**src/rtl/tent_pkg.sv**
```systemverilog
// Shared constants and types for the tent-map channel scheduler.
package tent_pkg;

  localparam int TENT_W   = 16;
  localparam int TENT_NCH = 4;

  // Fold point and top of the 16-bit tent map.
  localparam logic [15:0] TENT_HALF = 16'h8000;
  localparam logic [15:0] TENT_MAX  = 16'hFFFF;

  typedef enum logic {
    IDLE = 1'b0,
    RUN  = 1'b1
  } tent_state_e;

endpackage

```
**src/rtl/tent_step.sv**
```systemverilog
// One tent-map iteration: y = mu * x below the fold, mu * (MAX - x) above it.
module tent_step
  import tent_pkg::*;
#(
  parameter int W = TENT_W
) (
  input  logic [W-1:0] x,
  input  logic [W-1:0] mu,
  output logic [W-1:0] y
);

  // At the default width these are exactly TENT_HALF / TENT_MAX.
  localparam logic [W-1:0] HALF = (W == TENT_W) ? W'(TENT_HALF) : (W'(1) << (W - 1));
  localparam logic [W-1:0] MAX  = (W == TENT_W) ? W'(TENT_MAX) : {W{1'b1}};

  logic [W-1:0] operand;

  // Mirror x about the fold, then keep the low W bits of the product (wraps, no saturation).
  always_comb begin
    operand = (x < HALF) ? x : (MAX - x);
    y       = mu * operand;
  end

endmodule

```
**src/rtl/tent_scheduler.sv**
```systemverilog
// NCH independent tent-map channels time-sharing one tent_step datapath,
// granted round-robin among channels in RUN.
//
// state | meaning
// IDLE  | waiting for start; x holds the last result
// RUN   | iterating; advances x once per grant until rem reaches 0
module tent_scheduler
  import tent_pkg::*;
#(
  parameter int NCH = TENT_NCH,
  parameter int W   = TENT_W
) (
  input  logic             CLK,
  input  logic             RST_N,
  input  logic [NCH-1:0]   start,
  input  logic [NCH*W-1:0] dzero,
  input  logic [NCH*W-1:0] times,
  input  logic [NCH*W-1:0] mu,
  output logic [NCH-1:0]   busy,
  output logic [NCH-1:0]   done,
  output logic [NCH*W-1:0] result
);

  localparam int IW = (NCH > 1) ? $clog2(NCH) : 1;

  tent_state_e      state_q [NCH];
  tent_state_e      state_d [NCH];
  logic [W-1:0]     x_q     [NCH];
  logic [W-1:0]     x_d     [NCH];
  logic [W-1:0]     rem_q   [NCH];
  logic [W-1:0]     rem_d   [NCH];
  logic [W-1:0]     mu_q    [NCH];
  logic [W-1:0]     mu_d    [NCH];
  logic [NCH-1:0]   done_q;
  logic [NCH-1:0]   done_d;
  logic [IW-1:0]    ptr_q;
  logic [IW-1:0]    ptr_d;

  logic             gnt_vld;
  logic [IW-1:0]    gnt_idx;
  logic [W-1:0]     step_x;
  logic [W-1:0]     step_mu;
  logic [W-1:0]     step_y;

  // Round-robin pick: first RUN channel at or after ptr_q, wrapping.
  always_comb begin
    gnt_vld = 1'b0;
    gnt_idx = '0;
    for (int k = 0; k < NCH; k++) begin
      if (!gnt_vld && state_q[(int'(ptr_q) + k) % NCH] == RUN) begin
        gnt_vld = 1'b1;
        gnt_idx = IW'((int'(ptr_q) + k) % NCH);
      end
    end
  end

  assign step_x  = x_q[gnt_idx];
  assign step_mu = mu_q[gnt_idx];

  tent_step #(.W(W)) u_tent_step (
    .x  (step_x),
    .mu (step_mu),
    .y  (step_y)
  );

  // Next state: accept starts on idle channels, advance the granted channel.
  always_comb begin
    state_d = state_q;
    x_d     = x_q;
    rem_d   = rem_q;
    mu_d    = mu_q;
    done_d  = '0;
    ptr_d   = ptr_q;

    for (int c = 0; c < NCH; c++) begin
      if (state_q[c] == IDLE && start[c]) begin
        x_d[c]   = dzero[c*W +: W];
        mu_d[c]  = mu[c*W +: W];
        rem_d[c] = times[c*W +: W];
        if (times[c*W +: W] != '0) begin
          state_d[c] = RUN;
        end else begin
          done_d[c] = 1'b1;
        end
      end
    end

    // The granted channel is in RUN, so it never collides with a start above.
    if (gnt_vld) begin
      x_d[gnt_idx]   = step_y;
      rem_d[gnt_idx] = rem_q[gnt_idx] - W'(1);
      if (rem_q[gnt_idx] == W'(1)) begin
        state_d[gnt_idx] = IDLE;
        done_d[gnt_idx]  = 1'b1;
      end
      ptr_d = (gnt_idx == IW'(NCH - 1)) ? '0 : gnt_idx + IW'(1);
    end
  end

  // State registers with asynchronous clear.
  always_ff @(posedge CLK or negedge RST_N) begin
    if (!RST_N) begin
      for (int c = 0; c < NCH; c++) begin
        state_q[c] <= IDLE;
        x_q[c]     <= '0;
        rem_q[c]   <= '0;
        mu_q[c]    <= '0;
      end
      done_q <= '0;
      ptr_q  <= '0;
    end else begin
      for (int c = 0; c < NCH; c++) begin
        state_q[c] <= state_d[c];
        x_q[c]     <= x_d[c];
        rem_q[c]   <= rem_d[c];
        mu_q[c]    <= mu_d[c];
      end
      done_q <= done_d;
      ptr_q  <= ptr_d;
    end
  end

  // Flatten per-channel state onto the output buses.
  always_comb begin
    busy   = '0;
    result = '0;
    for (int c = 0; c < NCH; c++) begin
      busy[c]           = (state_q[c] == RUN);
      result[c*W +: W]  = x_q[c];
    end
  end

  assign done = done_q;

endmodule

```
**config.mk**
```make
export PLATFORM = sky130hd
export DESIGN_NAME = tent_scheduler
export DESIGN_NICKNAME = d
export VERILOG_FILES = /design/src/rtl/tent_pkg.sv /design/src/rtl/tent_step.sv /design/src/rtl/tent_scheduler.sv
export SDC_FILE = /design/constraint.sdc
export NUM_CORES = 1
export LEC_CHECK = 0
export CAP_MARGIN = 10
export CORE_MARGIN = 10
export CORE_UTILIZATION = 38
export DETAILED_ROUTE_END_ITERATION = 8
export PLACE_DENSITY = 0.58
export RECOVER_POWER = 100
export REMOVE_ABC_BUFFERS = 1
export SYNTH_ARGS = -nofsm -noshare
export SYNTH_HDL_FRONTEND = slang
export SYNTH_SLANG_ARGS = --single-unit
```
**constraint.sdc**
```tcl
create_clock -name CLK -period 14.7 [get_ports CLK]
set_input_delay 1.47 -clock CLK [delete_from_list [all_inputs] [get_ports CLK]]
set_output_delay 1.47 -clock CLK [all_outputs]
set_load 0.05 [all_outputs]
```
==> results.toml, run 1 <==
[global_route]
grt_pass1_vias = 13110
grt_pass1_wl_um = 77500
antenna_found_initial = 1
grt_max_degree = 106
gr-total-overflow = 0
grtUsageTotal = 0.2068

[cells_and_area]
stdcell_count = 2348
nets = 2142
mostFrequentLayoutCells = "nand2_1 (248), dfrtp_1 (202), clkdlybuf4s50_1 (192)"
final_common_cell = "nand2_1"
areaGrowthSynthToFinish_pct = 26.22
layout-drive-gt1-share = 0.09623

[worst_setup_path]
crit_family = "buffers and inverters"
slowest_stage = "clkbuf_1"
startpoint_type = "register"
path_buf_inv = 4
cp-end-kind = "register"
cpMostUsedCell = "xnor2_1"
critPathMaxFanout = 31
slowest_delay_ns = 1.57
crit_required_ns = 15.00
critPathKind = "register to register"
crit_arrival_ns = 11.31

[floorplan]
dieArea_um2 = 47940
die_width_um = 219.0
core_area_um2 = 38920
initial_utilization = 0.3865
rows = 72
ios = 270
die_y_um = 219.0

[synth]
synth_top_cell_area_share = 0.3361
avgSynthCellArea_um2 = 9.513
syn-cell-area_um2 = 15040
ys_ff_latch = 202
post_synth_main_area_contributors = "dfrtp_1 (34%), fa_1 (11%), mux2i_1 (8.9%)"
synth-edff-count = 0
ys_warn_count = 0
synth_ff_type = "dfrtp_1"
ys_types = 60
synth_seq_area_share = 0.3361
synthCells = 1581
async_flop_share = 1.000
yosys.area.top_type = "dfrtp_1"

[placed_design]
place_inst = 2302
gp_congestion = 0.8872
hpwlAfterDp_um = 37080
io_buffer_count = 269

[detailed_routing]
drt_iter0_markers = 728
routed_wl_um = 50280
routedWlPerCell_um = 21.41
final_antenna_net_count = 0
drt-pass1-iter-count = 5
vias_per_cell = 5.185
drc = 0
vias = 12180

[clocking]
cts_tree = "done"
insertion_delay_ns = 0.55
cts_buffer_depth = 3
cts_buffers = 25
clock-sinks = 202
cts-root-buf = "clkbuf_16"
holdBufCountCts = 0
h-tree-depth = 1
post_cts_resized = 0
post_cts.repair.setup_buffers = 0
path_clk_slew_ns = 0.06

[timing]
hold_violations = 0
relSlewSlack = -1.708
rsz0062_at_grt = "false"
fin_skew_ns = 0.01414
worst_pin_slew_ns = 4.061
fin_tns_setup_ns = 0
setup_violations = 0
period_share = 0.7493
fmax_ghz = 0.09078
final.min_clock_period_ns = 11.02
final_max_slew_viol_count = 580

[status]
violations = "capacitance limit, slew limit"
status = "finished with violations"

[worst_hold_path]
hold_class = "register to register"

[run]
max_cap_viol_count = 12
==> stage by stage <==
step / area (um^2) / utilization / setup WS, ns / hold WS [ns]
3_5_place_dp: 18190 / 0.4674 / 6.177 / 0.4619
2_1_floorplan: 14620 / - / 3.176 / 0.4454
6_report: 18980 / 0.4878 / 3.685 / 0.4744
4_1_cts: 19070 / 0.4899 / 6.132 / 0.4763
3_3_place_gp: 18190 / 0.4674 / 6.366 / 0.4581
5_1_grt: 18980 / 0.4878 / 2.915 / 0.5038
==> synth_stat cells (7+ instances only) <==
cell type    n
a21oi_1     78
a211oi_1    20
o22ai_1      7
and3_1      17
buf_6        7
nor4_1      19
xor2_1      23
buf_1       11
fa_1        80
nor2b_1     24
o21ai_0     70
nand2_1    250
mux2i_2      7
mux2i_1    134
dfrtp_1    202
inv_1      124
buf_2        8
ha_1        53
mux2_2      99
nand2b_1    19
o21ai_1     10
nor2_1     115
and2_1      21
xnor2_1     45
clkbuf_1    53
a31oi_1     20
==> path summary, 6_finish.rpt <==
path / startpoint / end / slack, ns / cells past startpoint
setup / recovery: busy[2]$_DFF_PN0_ / result[31]$_DFF_PN0_ / 3.68 / 26
hold / removal: mu_q[2]$_DFFE_PN0P_ / mu_q[2]$_DFFE_PN0P_ / 0.47 / 2
setup reg to reg: busy[2]$_DFF_PN0_ / result[31]$_DFF_PN0_ / 3.68 / 26
hold reg to reg: mu_q[2]$_DFFE_PN0P_ / mu_q[2]$_DFFE_PN0P_ / 0.47 / 2
max in group asynchronous: RST_N / rem_q[48]$_DFF_PN0_ / 7.21 / 2
min in group asynchronous: RST_N / mu_q[40]$_DFFE_PN0P_ / 2.31 / 1
==> flip-flops by register name (all words and copies together) (netlist names) <==
register and flops:
result 64, busy 4, done 4, mu_q 64, rem_q 64, ptr_q 2
==> metal layers <==
metal  part of all wire  track usage
met5                  0            0
met2               0.50       0.3637
met3              0.049      0.03563
met1               0.43       0.2598
met4              0.022      0.04551
==> worst register-to-register path, cell delays in order (launching register included) <==
cell and delay, ns:
dfrtp_1 0.51, a21boi_0 0.22, o22ai_1 0.14, a21oi_4 0.15
clkbuf_1 1.57, mux2i_4 0.45, clkbuf_1 1.57, xnor2_1 0.76
nand2b_1 0.36, fa_1 0.53, fa_1 0.49, inv_1 0.05
fa_1 0.49, fa_1 0.54, inv_1 0.05, fa_1 0.45
fa_1 0.39, xor2_1 0.24, xnor2_1 0.13, xnor2_1 0.21
xnor2_1 0.16, xnor2_1 0.12, xnor2_1 0.25, xnor3_1 0.27
xnor2_1 0.15, xnor2_1 0.37, o21ai_0 0.13
==> cells by family (layout without fill, tap and decap cells) <==
logic type	after synthesis	count (layout)	share of synthesized area
and+or+nand+nor	483	483	0.1404
adders and majority gates	133	133	0.1506
muxes	245	245	0.1764
buffers and inverters	210	458	0.05890
xor gates and xnor gates	70	70	0.04292
other	0	1	0
AOI/OAI and AO/OA	238	238	0.09467
DFF	202	202	0.3361
==> cell type report <==
class	count	area, um^2
Antenna cell	1	2.502
Clock buffer	32	681.9
Clock inverter	13	193.9
Fill cell	3754	19930
Inverter	125	469.2
Multi-Input combinational cell	1169	9130
Sequential cell	202	5055
Tap cell	518	648.1
Timing Repair Buffer	288	2804
Power of run 1 is left out: the tool's default activity adds up to more than one toggle a clock period on the data nets, which glitch-free logic cannot reach.
==> run 2: changes to the inputs <==
==> constraint.sdc (replaced) <==
create_clock -name CLK -period 11.4 [get_ports CLK]
set_input_delay 1.14 -clock CLK [delete_from_list [all_inputs] [get_ports CLK]]
set_output_delay 1.14 -clock CLK [all_outputs]
set_load 0.05 [all_outputs]
==> run 2 against run 1 <==
  * The run still ends with capacitance limit, slew limit left
  * First-iteration DRC count decreased by 6.5%
  * Utilization decreased by 0.096 points
  * Wire length shrank 1.8%
  * Worst setup slack got worse by 1.8 ns
  * Via count increased by 0.90%
  * Clock-buffer cell count grew 3
  * Cell area is 0.20% lower
  * Register-to-register slack worse by 1.8 ns
  * Critical path depth is 1 higher
  * Sequential share of layout area is 0.053 points higher
  * Critical path type unchanged
==> results.toml, run 2 (synthesized netlist as in run 1, its figures left out) <==
[cells_and_area]
final_common_cell = "nand2_1"
mostFrequentLayoutCells = "nand2_1 (248), dfrtp_1 (202), clkdlybuf4s50_1 (192)"
fin_area_um2 = 18950
fin_util = 0.4869
areaGrowthSynthToFinish_pct = 25.97
layout-drive-gt1-share = 0.09841
nets = 2142

[floorplan]
dieArea_um2 = 47940
core_area_um2 = 38920
rows = 72
initial_utilization = 0.3865
die_y_um = 219.0
ios = 270
die_width_um = 219.0

[placed_design]
gp_congestion = 0.9136
post-place-ws_ns = 2.805
io_buffer_count = 269
hpwlAfterDp_um = 36500
placed_cell_area_um2 = 18190

[clocking]
path_clk_slew_ns = 0.06
cts_buffer_depth = 3
cts_tree = "done"
cts-root-buf = "clkbuf_16"
post_cts_resized = 0
post_cts.repair.setup_buffers = 0
holdBufCountCts = 0
cts_buffers = 25
h-tree-depth = 1
clock-sinks = 202
insertion_delay_ns = 0.56

[timing]
final.min_clock_period_ns = 9.526
setup_slack_ns = 1.874
final_max_slew_viol_count = 421
fmax_ghz = 0.1050
period_share = 0.8356
fin_tns_setup_ns = 0
setup_violations = 0
fin_skew_ns = 0.01919
relSlewSlack = -1.695
hold_violations = 0
rsz0062_at_grt = "false"
worst_pin_slew_ns = 4.042

[global_route]
gr-total-overflow = 0
grtUsageTotal = 0.2059
grt_pass1_wl_um = 77510
grt_max_degree = 106
antenna_found_initial = 2
grt_pass1_vias = 13340

[worst_setup_path]
cpMostUsedCell = "xnor2_1"
startpoint_type = "register"
crit_arrival_ns = 9.94
ff2ff_path_depth = 27
critPathKind = "register to register"
cp-end-kind = "register"
slowest_delay_ns = 1.34
worstSetupStartpoint = "busy[3]$_DFF_PN0_"
slowest_stage = "mux2i_1"
reg2reg_from = "busy[3]$_DFF_PN0_"
worstSetupEndpoint = "result[15]$_DFF_PN0_"
r2r_end = "result[15]$_DFF_PN0_"
rrSetupSlack_ns = 1.87
critPathMaxFanout = 105
crit_required_ns = 11.81

[status]
status = "finished with violations"
violations = "capacitance limit, slew limit"

[worst_hold_path]
hold_class = "register to register"
hold_start = "mu_q[11]$_DFFE_PN0P_"

[detailed_routing]
drt-pass1-iter-count = 5
drc = 0
drt_iter0_markers = 681
vias_per_cell = 5.229
final_antenna_net_count = 0
routed_wl_um = 49390
vias = 12280
routedWlPerCell_um = 21.02

[run]
max_cap_viol_count = 9
-- run 2: cell types whose count changed in the layout (fill, tap and decap cells not counted), moves of 2 or more --
| cell | before | now |
|---|---|---|
| clkbuf_1 | 15 | 10 |
| buf_4 | 8 | 12 |
| clkbuf_8 | 3 | 7 |
| clkinvlp_4 | 4 | 1 |
| bufinv_16 | 4 | 2 |
| clkinv_2 | 3 | 5 |
-- run 2: how the worst min path moves through the flow --
stage / end / slack (ns) / depth (start not counted)
after floorplan: mu_q[11]$_DFFE_PN0P_ / 0.45 / 2
after CTS: mu_q[10]$_DFFE_PN0P_ / 0.48 / 2
after global routing: mu_q[12]$_DFFE_PN0P_ / 0.50 / 2
after global placement: mu_q[7]$_DFFE_PN0P_ / 0.46 / 2
final: mu_q[11]$_DFFE_PN0P_ / 0.47 / 2
after detailed placement: mu_q[10]$_DFFE_PN0P_ / 0.46 / 2
-- run 2: layout make-up --
cell class / instances / area [um^2]
antenna: 2 / 5.005
clock buffer: 35 / 733.2
clock inverter: 10 / 121.4
fill: 3744 / 19970
inverter: 125 / 469.2
multi-input combinational: 1169 / 9096
sequential: 202 / 5055
tap: 518 / 648.1
timing repair buffer: 288 / 2819
-- run 2: worst max-delay path, delay by kind of cell (launching register included) --
family / cells / cell delay [ns]
mux: 3 / 1.65
flops: 1 / 0.49
compound gates: 2 / 0.66
buf+inv: 5 / 1.28
simple gates: 1 / 0.24
fa+ha+maj: 6 / 2.64
xor+xnor: 10 / 2.37
-- run 2: metal layers --
layer | track usage | share of wire | wire length [um]
met1 | 0.2574 | 0.42 | 20880
met2 | 0.3597 | 0.50 | 24610
met4 | 0.04781 | 0.022 | 1097
met3 | 0.03879 | 0.057 | 2792
met5 | 0 | 0 | 0
-- run 2: per-stage QoR --
stage               hold WS, ns  cells
floorplan                0.4454   1496
global placement         0.4593   2302
detailed placement       0.4619   2302
CTS                      0.4765   2347
global route             0.5014   2349
finish                   0.4719   2349
Power of run 2 is left out for the same reason.
==> run 3: changes to the inputs <==
==> constraint.sdc (replaced) <==
create_clock -name CLK -period 9.7 [get_ports CLK]
set_input_delay 0.97 -clock CLK [delete_from_list [all_inputs] [get_ports CLK]]
set_output_delay 0.97 -clock CLK [all_outputs]
set_load 0.05 [all_outputs]
==> run 3 against run 2 <==
  * The run still ends with capacitance limit, slew limit left
  * Register-to-register slack worse by 0.78 ns
  * Via count barely moved
  * Cell area grew 0.45%
  * Fmax up 11%
  * Clock-buffer cell count increased by 1
  * Critical path depth is the same
  * Critical endpoint is now result[31]$_DFF_PN0_
  * Largest cell class unchanged
==> results.toml, run 3 (synthesized netlist as in run 1, its figures left out) <==
[status]
status = "finished with violations"
violations = "capacitance limit, slew limit"

[global_route]
grtUsageMet2 = 0.3677
grt_max_degree = 72
grt_pass1_wl_um = 79470
grt.busiest_layer = "met2"
antenna_found_initial = 0
gr-usage-met3 = 0.03851
grt_pass1_vias = 13200
gr-total-overflow = 0
use_met1 = 0.2706
grtUsageTotal = 0.2123

[timing]
setup_violations = 0
fin_tns_setup_ns = 0
hold_violations = 0
hold_slack_ns = 0.4790
worst_pin_slew_ns = 4.018
final.min_clock_period_ns = 8.605
rsz0062_at_grt = "false"
period_share = 0.8872
relSlewSlack = -1.678
fin_skew_ns = 0.03003
setup_slack_ns = 1.095
final_max_slew_viol_count = 439
fmax_ghz = 0.1162

[worst_setup_path]
cp-end-kind = "register"
crit_required_ns = 10.10
crit_arrival_ns = 9.01
path_buf_inv = 5
startpoint_type = "register"
cpMostUsedCell = "xnor2_1"
critPathMaxFanout = 57
rrSetupSlack_ns = 1.09
r2r_end = "result[31]$_DFF_PN0_"
slowest_stage = "a221oi_4"
critPathKind = "register to register"
crit_family = "adder cells"
slowest_delay_ns = 0.76
reg2reg_from = "busy[3]$_DFF_PN0_"
ff2ff_path_depth = 27

[placed_design]
io_buffer_count = 269
hpwlAfterDp_um = 38240
gp_congestion = 0.8929
post-place-ws_ns = 1.130

[worst_hold_path]
hold_end = "mu_q[8]$_DFFE_PN0P_"
hold_class = "register to register"
hold_start = "mu_q[8]$_DFFE_PN0P_"
hold_depth = 2

[clocking]
post_cts_resized = 0
path_clk_slew_ns = 0.06
insertion_delay_ns = 0.56
cts_tree = "done"
post_cts.repair.setup_buffers = 0
cts_buffer_depth = 3
cts_buffers = 24
clock-sinks = 202
h-tree-depth = 1
holdBufCountCts = 0
cts-root-buf = "clkbuf_16"

[cells_and_area]
regArea_um2 = 5055
fin_util = 0.4890
layout-drive-gt1-share = 0.1019
antenna_cells = 0
nets = 2149
multi_input_area_um2 = 9112
final_common_cell = "nand2_1"
mostFrequentLayoutCells = "nand2_1 (248), dfrtp_1 (202), clkdlybuf4s50_1 (192)"
areaGrowthSynthToFinish_pct = 26.54
nFillCells = 3748

[floorplan]
rows = 72
core_area_um2 = 38920
ios = 270
initial_utilization = 0.3865
die_y_um = 219.0
die_width_um = 219.0
dieArea_um2 = 47940

[run]
max_cap_viol_count = 9

[detailed_routing]
routed_wl_um = 51180
vias = 12300
drt_iter0_markers = 643
drt-pass1-iter-count = 5
final_antenna_net_count = 0
routedWlPerCell_um = 21.74
drc = 0
vias_per_cell = 5.223
## run 3: layer usage
metal,up-vias,part of all wire
li1,5777,-
met1,6163,0.43
met2,301,0.50
met3,54,0.049
met4,0,0.023
met5,-,0
## run 3: cell type report
type	count	share of cell area
Inverter	125	0.02465
Multi-Input combinational cell	1169	0.4788
Clock buffer	36	0.03866
Clock inverter	8	0.006443
Sequential cell	202	0.2656
Timing Repair Buffer	296	0.1518
Tap cell	518	0.03405
## run 3: worst min-delay path: stages (launching register included)
cell	delay, ns
dfrtp_1	0.34
nand2_1	0.05
nand2_1	0.06
## run 3: per-stage QoR
| step | instance area (um^2) | std cells |
|---|---|---|
| floorplan | 14620 | 1496 |
| CTS | 19120 | 2354 |
| detailed placement | 18260 | 2310 |
| global placement | 18260 | 2310 |
| global route | 19030 | 2354 |
| finish | 19030 | 2354 |
## run 3: worst max path at each step
stage                                  from              endpoint  depth (start not counted)
final                     busy[3]$_DFF_PN0_  result[31]$_DFF_PN0_                         27
after detailed placement  busy[3]$_DFF_PN0_  result[63]$_DFF_PN0_                         25
after global placement    busy[3]$_DFF_PN0_  result[63]$_DFF_PN0_                         25
after CTS                 busy[3]$_DFF_PN0_  result[63]$_DFF_PN0_                         25
after global routing                  RST_N   rem_q[43]$_DFF_PN0_                          3
after floorplan           busy[2]$_DFF_PN0_  result[63]$_DFF_PN0_                         24
Power of run 3 is left out for the same reason.
